--- src/rtl/pad_share_arbiter.sv ---
// Round-robin owner arbitration for a shared bank of bidirectional pads, with a tri-state
// turnaround gap between owners and a synchronised return path for pad input data.
module pad_share_arbiter #(
    parameter int unsigned NumReq     = 2,
    parameter int unsigned PadWidth   = 4,
    parameter int unsigned TurnCycles = 2,
    parameter int unsigned SyncStages = 2
) (
    input  logic                         clk_i,
    input  logic                         rst_ni,
    input  logic                         en_i,
    input  logic [NumReq-1:0]            req_i,
    output logic [NumReq-1:0]            gnt_o,
    input  logic [NumReq*PadWidth-1:0]   oe_i,
    input  logic [NumReq*PadWidth-1:0]   out_i,
    output logic [NumReq*PadWidth-1:0]   in_o,
    output logic [PadWidth-1:0]          pad_oen_o,
    output logic [PadWidth-1:0]          pad_out_o,
    input  logic [PadWidth-1:0]          pad_in_i,
    output logic                         busy_o
);

    localparam int unsigned IdxW = $clog2(NumReq);
    localparam int unsigned CntW = (TurnCycles > 1) ? $clog2(TurnCycles) : 1;

    typedef enum logic [1:0] {StIdle, StGrant, StTurn} state_e;

    state_e              state_q, state_d;
    logic [IdxW-1:0]     owner_q, owner_d;
    logic [IdxW-1:0]     ptr_q, ptr_d;
    logic [CntW-1:0]     cnt_q, cnt_d;
    logic [NumReq-1:0]   gnt_q, gnt_d;
    logic [IdxW-1:0]     sel;
    logic [IdxW-1:0]     cand;
    logic                found;
    logic [PadWidth-1:0] sync_data;

    // First requester at or above the RR pointer, wrapping.
    always_comb begin
        found = 1'b0;
        sel   = '0;
        cand  = '0;
        for (int unsigned i = 0; i < NumReq; i++) begin
            cand = IdxW'((32'(ptr_q) + i) % NumReq);
            if (!found && req_i[cand]) begin
                found = 1'b1;
                sel   = cand;
            end
        end
    end

    always_comb begin
        state_d = state_q;
        owner_d = owner_q;
        ptr_d   = ptr_q;
        cnt_d   = cnt_q;
        gnt_d   = gnt_q;
        unique case (state_q)
            StIdle: begin
                if (en_i && found) begin
                    state_d = StGrant;
                    owner_d = sel;
                    gnt_d   = NumReq'(1) << sel;
                    ptr_d   = (sel == IdxW'(NumReq - 1)) ? '0 : sel + 1'b1;
                end
            end
            StGrant: begin
                if (!req_i[owner_q]) begin
                    gnt_d = '0;
                    if (TurnCycles > 0) begin
                        state_d = StTurn;
                        cnt_d   = CntW'(TurnCycles - 1);
                    end else begin
                        state_d = StIdle;
                    end
                end
            end
            StTurn: begin
                if (cnt_q == '0) begin
                    state_d = StIdle;
                end else begin
                    cnt_d = cnt_q - 1'b1;
                end
            end
            default: state_d = StIdle;
        endcase
    end

    always_ff @(posedge clk_i) begin
        if (!rst_ni) begin
            state_q <= StIdle;
            owner_q <= '0;
            ptr_q   <= '0;
            cnt_q   <= '0;
            gnt_q   <= '0;
        end else begin
            state_q <= state_d;
            owner_q <= owner_d;
            ptr_q   <= ptr_d;
            cnt_q   <= cnt_d;
            gnt_q   <= gnt_d;
        end
    end

    generate
        if (SyncStages == 0) begin : g_bypass
            assign sync_data = pad_in_i;
        end else begin : g_sync
            logic [PadWidth-1:0] sync_q [SyncStages];
            always_ff @(posedge clk_i) begin
                if (!rst_ni) begin
                    for (int unsigned i = 0; i < SyncStages; i++) sync_q[i] <= '0;
                end else begin
                    sync_q[0] <= pad_in_i;
                    for (int unsigned i = 1; i < SyncStages; i++) sync_q[i] <= sync_q[i-1];
                end
            end
            assign sync_data = sync_q[SyncStages-1];
        end
    endgenerate

    // Pads are driven only while a grant is registered; everything else is high-Z.
    always_comb begin
        pad_oen_o = '1;
        pad_out_o = '0;
        in_o      = '0;
        if (|gnt_q) begin
            pad_oen_o = ~oe_i[32'(owner_q)*PadWidth +: PadWidth];
            pad_out_o = out_i[32'(owner_q)*PadWidth +: PadWidth];
            in_o[32'(owner_q)*PadWidth +: PadWidth] = sync_data;
        end
    end

    assign gnt_o  = gnt_q;
    assign busy_o = (state_q != StIdle);

    a_gnt_onehot: assert property (@(posedge clk_i) disable iff (!rst_ni) $onehot0(gnt_q));
    a_idle_hiz: assert property (@(posedge clk_i) disable iff (!rst_ni)
        (gnt_q == '0) |-> (pad_oen_o == '1));
    a_no_direct_switch: assert property (@(posedge clk_i) disable iff (!rst_ni)
        ((gnt_q != '0) && ($past(gnt_q) != '0)) |-> (gnt_q == $past(gnt_q)));

endmodule

--- config.mk ---
export PLATFORM = sky130hd
export DESIGN_NAME = pad_share_arbiter
export DESIGN_NICKNAME = d
export VERILOG_FILES = /design/src/rtl/pad_share_arbiter.sv
export SDC_FILE = /design/constraint.sdc
export NUM_CORES = 1
export LEC_CHECK = 0
export ABC_AREA = 1
export CORE_MARGIN = 2
export CORE_UTILIZATION = 45
export DETAILED_ROUTE_END_ITERATION = 8
export DONT_BUFFER_PORTS = 1
export PLACE_DENSITY = 0.66
export RECOVER_POWER = 50
export SYNTH_ARGS = -nofsm -noshare
export SYNTH_HDL_FRONTEND = slang
export SYNTH_SLANG_ARGS = --single-unit
--- constraint.sdc ---
create_clock -name clk_i -period 1.2 [get_ports clk_i]
set_input_delay 0.24 -clock clk_i [delete_from_list [all_inputs] [get_ports clk_i]]
set_output_delay 0.24 -clock clk_i [all_outputs]
set_load 0.1 [all_outputs]
==> metrics.log, run 1 <==
INFO  metric grt_start_max_net_pins = 16
INFO  metric vias_per_cell = 5.64
INFO  metric clk_pin_slew_worst_paths = 0.11 ns
INFO  metric finish.utilization = 93.8%
INFO  metric synth_cell_types = 20
INFO  metric cts_hold_buffers = 0
INFO  metric worstSetupStartpointType = flip-flop
INFO  metric cts-htree-levels = 1
INFO  metric drt_iter0_drc = 21
INFO  metric design.core.area = 0.00169 mm²
INFO  metric period_minus_slack = 1.75 ns
INFO  metric min_delay_path_depth = 2
INFO  metric worstHoldPathType = in2reg
INFO  metric synthDominantAreaCellType = sky130_fd_sc_hd__dfxtp_1
INFO  metric worstPathArrival = 1.51 ns
INFO  metric tightest_slew = 0.444 ns
INFO  metric groute.usage.overall = 27.3%
INFO  metric regToRegEndpoint = gnt_o[0]
INFO  metric seq_area = 312 µm²
INFO  metric required = 0.96 ns
INFO  metric final_hold_viol_count = 0
INFO  metric drtAntennaViolNets = 0
INFO  metric worst_skew_pair_latency = 0.31 ns
INFO  metric ys_seq_area_share = 37.6%
INFO  metric skew = 0.0188 ns
INFO  metric grt_setup_unrepaired = yes
INFO  metric insertedDiodeCount = 0
INFO  metric syn_area = 798 µm²
INFO  metric cts_max_path_buffers = 2
INFO  metric num-nets-final = 178
INFO  metric cts_tree = built
INFO  metric vertical_die_dimension = 46.1 µm
INFO  metric yosysWarnings = 0
INFO  metric timing.fmax = 0.573 GHz
INFO  metric path_max_fanout = 6
INFO  metric portBuffers = 0
INFO  metric multi_input_comb_area = 606 µm²
INFO  metric die_area = 0.00213 mm²
INFO  metric wire_length_of_the_first_global_routing_pass = 3960 µm
INFO  metric initial_core_util = 47.3%
INFO  metric post-route-worst-setup-slack = -0.546 ns
INFO  metric crit-reg2reg-launch = state_q[1]
INFO  metric top_level_ports = 44
INFO  metric cts_sinks = 15
INFO  metric cts_buffers = 3
INFO  metric fin_crit_share = 145%
INFO  metric grt_antenna_before_repair = 0
INFO  metric synthesis.instances = 109
INFO  metric placed_cells = 152
INFO  metric finalSetupViolations = 25
INFO  metric drt-pass1-iter-count = 4
INFO  metric worstHoldEndpoint = gnt_o[1]
INFO  metric detailroute.via_count = 925
INFO  metric ys_top_cells_by_area = sky130_fd_sc_hd__dfxtp_1, sky130_fd_sc_hd__nand2_1, sky130_fd_sc_hd__inv_1, sky130_fd_sc_hd__ha_1, sky130_fd_sc_hd__nor2_1
INFO  metric hpwl = 1640 µm
INFO  metric synth.avg_cell_area = 7.32 µm²
INFO  metric post_drt_wl_per_cell = 19.4 µm
INFO  metric synth.net_count = 139
INFO  metric wl = 3180 µm
INFO  metric status = finished with violations
INFO  metric final_cell_mix = sky130_fd_sc_hd__buf_12, sky130_fd_sc_hd__inv_1, sky130_fd_sc_hd__nand2_1
INFO  metric first_global_vias = 872
INFO  metric worst_hold_startpoint = rst_ni
INFO  metric yosys_register_bits = 15
INFO  metric layout-area-overhead-vs-synth = 98.4%
INFO  metric maxCapViolations = 0
INFO  metric congestion_overflow_gr = 0
INFO  metric setup.worst_path.class = reg2out
INFO  metric fillers = 46
INFO  metric timing_max_transition_violations_final = 0
INFO  metric setup.worst_path.end_class = primary output
INFO  metric cts_root_buffer = sky130_fd_sc_hd__clkbuf_4
INFO  metric r2r_cells = 8
INFO  metric drive_gt1_share = 63.9%
INFO  metric fin_cells = 164
INFO  metric layout_commonest_cell = sky130_fd_sc_hd__buf_12
INFO  metric gpl.final_weighted_congestion = 0.774
INFO  metric synth_top_area_share = 37.6%
INFO  metric placementRows = 15
INFO  metric drc = 0
INFO  metric slew_headroom = 70.1%
INFO  metric die_width = 46.1 µm
INFO  metric regToRegSetupSlack = -0.16 ns
INFO  metric setup-tns-final = -8.52 ns
INFO  metric violations_in_the_final_reports = setup timing
worst max-delay path: stages (launching register included):
cell,delay [ns]
sky130_fd_sc_hd__dfxtp_4,0.38
sky130_fd_sc_hd__nor2_4,0.16
sky130_fd_sc_hd__nor2_4,0.09
sky130_fd_sc_hd__buf_12,0.13
sky130_fd_sc_hd__a22oi_2,0.22
sky130_fd_sc_hd__buf_12,0.21
kinds of logic (layout without fill, tap and decap cells):
family,Yosys count,after routing,synth area share (%)
adders and majority gates,5,5,7.84
DFF,15,15,37.6
AOI/OAI and AO/OA,13,13,11.6
and+or+nand+nor,52,52,30.4
buffers and inverters,24,62,12.5
registers in the layout, summed over array words and instances (netlist names):
name           cells
gnt_o              2
state_q            2
ptr_q              1
owner_q            1
cnt_q              1
g_sync.sync_q      8
worst max-delay path by stage:
stage | startpoint | endpoint | slack (ns) | cells after the start
floorplan | gnt_o[0] | pad_oen_o[0] | -0.70 | 3
global route | gnt_o[1] | pad_oen_o[1] | -0.58 | 5
detailed placement | owner_q | in_o[4] | -0.18 | 5
CTS | gnt_o[1] | pad_oen_o[2] | -0.48 | 5
finish | gnt_o[1] | pad_oen_o[1] | -0.55 | 5
global placement | gnt_o[0] | pad_oen_o[0] | -0.15 | 5
Yosys cell counts:
cell type                   n
sky130_fd_sc_hd__nand2_1   23
sky130_fd_sc_hd__inv_1     21
sky130_fd_sc_hd__nor2_1    16
sky130_fd_sc_hd__dfxtp_1   15
sky130_fd_sc_hd__ha_1       5
sky130_fd_sc_hd__nor2_2     5
sky130_fd_sc_hd__a22o_1     4
sky130_fd_sc_hd__a22oi_1    4
sky130_fd_sc_hd__nand3_2    3
sky130_fd_sc_hd__a21oi_1    2
sky130_fd_sc_hd__inv_2      2
sky130_fd_sc_hd__a21boi_0   1
sky130_fd_sc_hd__clkbuf_8   1
sky130_fd_sc_hd__nand2_2    1
sky130_fd_sc_hd__nand3_1    1
sky130_fd_sc_hd__nor2_4     1
sky130_fd_sc_hd__nor2b_1    1
sky130_fd_sc_hd__o21ai_0    1
sky130_fd_sc_hd__o21ai_1    1
sky130_fd_sc_hd__or2_2      1
layer usage:
metal  track usage [%]  part of all wire [%]
met1              26.5                    32
met2              50.6                    54
met3              5.49                   8.5
met4              18.9                   5.7
met5                 0                     0
stage by stage:
stage / area (µm²) / setup slack [ns] / hold slack, ns
finish: 1580 / -0.546 / 0.0110
global route: 1580 / -0.577 / 0.0226
CTS: 1520 / -0.483 / 0.0382
detailed placement: 1360 / -0.184 / 0.340
global placement: 1360 / -0.146 / 0.336
floorplan: 927 / -0.696 / 0.338
cell type report:
type,instances,share of cell area [%]
clock buffer,3,1.42
inverter,23,6.32
clock inverter,1,0.316
sequential,15,19.7
multi-input combinational,70,38.2
tap,17,1.34
timing repair buffer,35,32.7
what timing repair did:
| item | CTS | global route |
|---|---|---|
| buffers inserted | 7 | 5 |
| cloned | 0 | 0 |
| resized for setup | 26 | 14 |
| pin swaps | 12 | 16 |
| setup endpoints to repair | 21 | 25 |
Power of run 1 is not shown: default switching activity piles up to over one toggle a cycle in this logic, so the estimate is an artifact.
==> run 2, diff against run 1 <==
- PLACE_DENSITY: 0.66 -> 0.64
- clock period: 1.2 -> 2.01 ns (I/O delays scaled with it)
==> metrics.log, run 2 (same netlist as run 1, synthesis figures left out) <==
INFO  metric status = complete, no violations
INFO  metric fin_cells = 148 (-9.8%)
INFO  metric drtAntennaViolNets = 0 (unchanged)
INFO  metric drt_iter0_drc = 3 (-86%)
INFO  metric cts_tree = built
INFO  metric final_cell_mix = sky130_fd_sc_hd__nand2_1, sky130_fd_sc_hd__inv_1, sky130_fd_sc_hd__dfxtp_1, sky130_fd_sc_hd__buf_12, sky130_fd_sc_hd__nor2_4
INFO  metric regMostFlops = g_sync.sync_q
INFO  metric worst_path_largest_cell_delay = 0.46 ns (+0.08 ns)
INFO  metric use_met1 = 15.2% (-11 points)
INFO  metric post-place-ws = 0.399 ns (+0.583 ns)
INFO  metric required = 1.61 ns (+0.65 ns)
INFO  metric insertedDiodeCount = 0 (unchanged)
INFO  metric detailroute.via_count = 737 (-20%)
INFO  metric grtUsageMet2 = 30.8% (-20 points)
INFO  metric worstHoldPathType = in2reg
INFO  metric slew_headroom = 62.1% (-8.0 points)
INFO  metric gpl.final_weighted_congestion = 0.685 (-12%)
INFO  metric post-route-worst-setup-slack = 0.0914 ns (+0.637 ns)
INFO  metric placed_cells = 144 (-5.3%)
INFO  metric timing.fmax = 0.521 GHz
INFO  metric fillers = 128 (+180%)
INFO  metric worst_setup_path_endpoint = busy_o
INFO  metric congestion_overflow_gr = 0 (unchanged)
INFO  metric cp_num_cells = 4 (-1)
INFO  metric cts_max_path_buffers = 2 (unchanged)
INFO  metric worst_skew_pair_latency = 0.29 ns (-0.02 ns)
INFO  metric groute.usage.overall = 16.8% (-11 points)
INFO  metric timing.critical_path.max_delay_family = buffers and inverters
INFO  metric globalRoute.busiestLayer = met2
INFO  metric clk_pin_slew_worst_paths = 0.09 ns (-0.02 ns)
INFO  metric final_hold_viol_count = 0 (unchanged)
INFO  metric design.core.area = 0.00169 mm² (unchanged)
INFO  metric setup-tns-final = 0 ns (+8.52 ns)
INFO  metric crit-reg2reg-launch = state_q[0]
INFO  metric cp_num_buf_inv = 3 (+1)
INFO  metric wire_length_of_the_first_global_routing_pass = 2400 µm (-39%)
INFO  metric grt_setup_unrepaired = no
INFO  metric drc = 0 (unchanged)
INFO  metric top_level_ports = 44 (unchanged)
INFO  metric r2r_cells = 8 (unchanged)
INFO  metric regToRegSetupSlack = 0.26 ns (+0.42 ns)
INFO  metric cpMaxStageDelayCell = sky130_fd_sc_hd__clkbuf_2
INFO  metric hpwl = 1430 µm (-13%)
INFO  metric skew = 0.00969 ns (-0.00909 ns)
INFO  metric portBuffers = 0 (unchanged)
INFO  metric wl = 1690 µm (-47%)
INFO  metric maxCapViolations = 0 (unchanged)
INFO  metric worstSetupStartpointType = flip-flop
INFO  metric fin_crit_share = 95.5%
INFO  metric fin_hold_ws = 0.211 ns (+0.200 ns)
INFO  metric setup.worst_path.end_class = primary output
INFO  metric grt_antenna_before_repair = 0 (unchanged)
INFO  metric initial_core_util = 47.3% (unchanged)
INFO  metric vias_per_cell = 4.98 (-12%)
INFO  metric regToRegEndpoint = ptr_q
INFO  metric post_drt_wl_per_cell = 11.4 µm (-41%)
INFO  metric layout_commonest_cell = sky130_fd_sc_hd__nand2_1
INFO  metric setup.worst_path.class = reg2out
INFO  metric drt-pass1-iter-count = 4 (unchanged)
INFO  metric drive_gt1_share = 38.9% (-25 points)
INFO  metric setup.worst_path.start = state_q[0]
INFO  metric post_cts_buffers = 0 (-7)
INFO  metric cts_hold_buffers = 0 (unchanged)
INFO  metric die_width = 46.1 µm (unchanged)
INFO  metric tightest_slew = 0.568 ns (+0.124 ns)
INFO  metric num-nets-final = 162 (-9.0%)
INFO  metric vertical_die_dimension = 46.1 µm (unchanged)
INFO  metric cts_buffers = 3 (unchanged)
INFO  metric first_global_vias = 620 (-29%)
INFO  metric timing_max_transition_violations_final = 0 (unchanged)
INFO  metric largest_register_ffs = 8 (unchanged)
INFO  metric cts-htree-levels = 1 (unchanged)
INFO  metric ctsResizeCount = 0 (-100%)
INFO  metric grt_util_met3 = 5.10% (-0.39 points)
INFO  metric finalSetupViolations = 0 (-100%)
INFO  metric die_area = 0.00213 mm² (unchanged)
INFO  metric worstPathArrival = 1.52 ns (about the same)
INFO  metric period_minus_slack = 1.92 ns
INFO  metric crit_path_cell_trace = inv_1 -> ha_1 -> inv_1 -> clkbuf_2
INFO  metric cts_root_buffer = sky130_fd_sc_hd__clkbuf_4
INFO  metric grt_start_max_net_pins = 16 (unchanged)
INFO  metric placementRows = 15 (unchanged)
INFO  metric critical-path-top-cell-by-count = sky130_fd_sc_hd__inv_1
INFO  metric layout-area-overhead-vs-synth = 52.7%
INFO  metric path_max_fanout = 4 (-2)
INFO  metric cts_sinks = 15 (unchanged)
[run 2: how the worst min path moves through the flow]
stage,start,endpoint,depth (start not counted)
finish,rst_ni,g_sync.sync_q[0][3],2
global route,rst_ni,g_sync.sync_q[0][4],2
CTS,rst_ni,g_sync.sync_q[0][3],2
detailed placement,g_sync.sync_q[0][0],g_sync.sync_q[0][4],2
global placement,g_sync.sync_q[0][1],g_sync.sync_q[0][5],2
floorplan,g_sync.sync_q[0][1],g_sync.sync_q[0][5],2
[run 2: layout make-up]
cell class | count | area [µm²] | area share [%]
Clock buffer | 3 | 22.5 | 1.85
Clock inverter | 1 | 5.00 | 0.411
Inverter | 23 | 86.3 | 7.08
Multi-Input combinational cell | 70 | 478 | 39.2
Sequential cell | 15 | 308 | 25.3
Tap cell | 17 | 21.3 | 1.75
Timing Repair Buffer | 19 | 298 | 24.4
[run 2: per-layer routing]
| layer | wire [µm] | up-vias |
|---|---|---|
| met5 | 0 | - |
| met4 | 40 | 0 |
| met3 | 152 | 4 |
| met2 | 847 | 38 |
| met1 | 651 | 318 |
| li1 | - | 377 |
[run 2: metrics by stage]
stage	util [%]	instance area, µm²
2_1_floorplan	-	901
3_3_place_gp	71.9	1210
3_5_place_dp	71.9	1210
4_1_cts	73.5	1240
5_1_grt	72.1	1220
6_report	72.1	1220
Power of run 2 is left out for the same reason.
==> run 3, diff against run 2 <==
- PLACE_DENSITY: 0.64 -> 0.72
==> metrics.log, run 3 (same netlist as run 1, synthesis figures left out) <==
INFO  metric cts_buffers = 3 (unchanged)
INFO  metric multi_input_comb_area = 478 µm² (unchanged)
INFO  metric fin_hold_ws = 0.218 ns (+0.00688 ns)
INFO  metric wire_length_of_the_first_global_routing_pass = 2730 µm (+13%)
INFO  metric drtAntennaViolNets = 0 (unchanged)
INFO  metric vertical_die_dimension = 46.1 µm (unchanged)
INFO  metric tightest_slew = 0.565 ns (-0.00379 ns)
INFO  metric path_max_fanout = 9 (+5)
INFO  metric fillers = 120 (-6.3%)
INFO  metric post-place-ws = 0.388 ns (-0.0108 ns)
INFO  metric worst_skew_pair_latency = 0.28 ns (about the same)
INFO  metric setup.worst_path.end_class = primary output
INFO  metric layout_commonest_cell = sky130_fd_sc_hd__nand2_1
INFO  metric design.core.area = 0.00169 mm² (unchanged)
INFO  metric groute.usage.overall = 17.9% (+1.2 points)
INFO  metric worstSetupStartpointType = flip-flop
INFO  metric drive_gt1_share = 38.9% (unchanged)
INFO  metric worstHoldPathType = in2reg
INFO  metric drt_iter0_drc = 4 (+1)
INFO  metric setup.worst_path.class = reg2out
INFO  metric congestion_overflow_gr = 0 (unchanged)
INFO  metric num-nets-final = 162 (unchanged)
INFO  metric grt_setup_unrepaired = no
INFO  metric maxCapViolations = 0 (unchanged)
INFO  metric largest_register_ffs = 8 (unchanged)
INFO  metric ctsResizeCount = 0 (unchanged)
INFO  metric cts_hold_buffers = 0 (unchanged)
INFO  metric cts_tree = built
INFO  metric top_level_ports = 44 (unchanged)
INFO  metric seq_area = 308 µm² (unchanged)
INFO  metric fin_crit_share = 94.9% (-0.57 points)
INFO  metric cts_root_buffer = sky130_fd_sc_hd__clkbuf_4
INFO  metric status = complete, no violations
INFO  metric timing_max_transition_violations_final = 0 (unchanged)
INFO  metric drc = 0 (unchanged)
INFO  metric finalSetupViolations = 0 (unchanged)
INFO  metric insertedDiodeCount = 0 (unchanged)
INFO  metric required = 1.61 ns (about the same)
INFO  metric cts_sinks = 15 (unchanged)
INFO  metric skew = 0.00520 ns (-0.00449 ns)
INFO  metric first_global_vias = 673 (+8.5%)
INFO  metric post_drt_wl_per_cell = 12.1 µm (+6.2%)
INFO  metric hpwl = 1530 µm (+7.0%)
INFO  metric detailroute.via_count = 730 (-0.95%)
INFO  metric worstPathArrival = 1.51 ns (about the same)
INFO  metric layout-area-overhead-vs-synth = 53.0%
INFO  metric vias_per_cell = 4.93 (-0.95%)
INFO  metric grt_start_max_net_pins = 16 (unchanged)
INFO  metric cts_max_path_buffers = 2 (unchanged)
INFO  metric period_minus_slack = 1.91 ns (-0.0114 ns)
INFO  metric gpl.final_weighted_congestion = 0.682 (-0.39%)
INFO  metric wl = 1800 µm (+6.2%)
INFO  metric die_width = 46.1 µm (unchanged)
INFO  metric portBuffers = 0 (unchanged)
INFO  metric slew_headroom = 62.4% (+0.25 points)
INFO  metric post_cts_buffers = 0 (unchanged)
INFO  metric grt_antenna_before_repair = 0 (unchanged)
INFO  metric post-route-worst-setup-slack = 0.103 ns (+0.0114 ns)
INFO  metric initial_core_util = 47.3% (unchanged)
INFO  metric timing.fmax = 0.524 GHz (+0.60%)
INFO  metric cts-htree-levels = 1 (unchanged)
INFO  metric die_area = 0.00213 mm² (unchanged)
INFO  metric regMostFlops = g_sync.sync_q
INFO  metric final_hold_viol_count = 0 (unchanged)
INFO  metric placementRows = 15 (unchanged)
INFO  metric drt-pass1-iter-count = 4 (unchanged)
INFO  metric clk_pin_slew_worst_paths = 0.09 ns (about the same)
INFO  metric final_cell_mix = sky130_fd_sc_hd__nand2_1, sky130_fd_sc_hd__inv_1, sky130_fd_sc_hd__dfxtp_1, sky130_fd_sc_hd__buf_12, sky130_fd_sc_hd__nor2_4
-- run 3: worst max-delay path, stage by stage (launching register included) --
cell and delay [ns]:
sky130_fd_sc_hd__dfxtp_1 0.42, sky130_fd_sc_hd__inv_2 0.09, sky130_fd_sc_hd__nor2_4 0.25, sky130_fd_sc_hd__inv_2 0.16
sky130_fd_sc_hd__nor2_4 0.13, sky130_fd_sc_hd__buf_12 0.18
-- run 3: cell type report --
type                    count  area share, %
clock buffers               3           1.84
clock inverters             1          0.410
inverters                  23           7.07
multi-input cells          70           39.1
flip-flops and latches     15           25.2
well taps                  17           1.74
repair buffers             19           24.6
-- run 3: final timing paths --
path,slack (ns),cells after the start,to,startpoint
max,0.10,5,in_o[5],owner_q
min,0.22,2,g_sync.sync_q[0][0],rst_ni
max reg2reg,0.47,8,ptr_q,state_q[0]
min reg2reg,0.41,2,g_sync.sync_q[0][5],g_sync.sync_q[0][1]
-- run 3: per-stage QoR --
stage	utilization, %	area, µm²	cells	TNS (ns)
floorplan	-	901	109	-0.110
global placement	71.9	1210	144	0
detailed placement	71.9	1210	144	0
CTS	73.5	1240	148	0
global route	72.3	1220	148	0
finish	72.3	1220	148	0
-- run 3: routing by layer --
layer  share of wire, %  track usage [%]  up-vias
met5                  0                0        -
met4               0.67             6.86        0
met3                6.6             3.92        2
met2                 55             35.0       32
met1                 38             18.0      321
li1                   -                -      375
Power of run 3 is left out for the same reason.
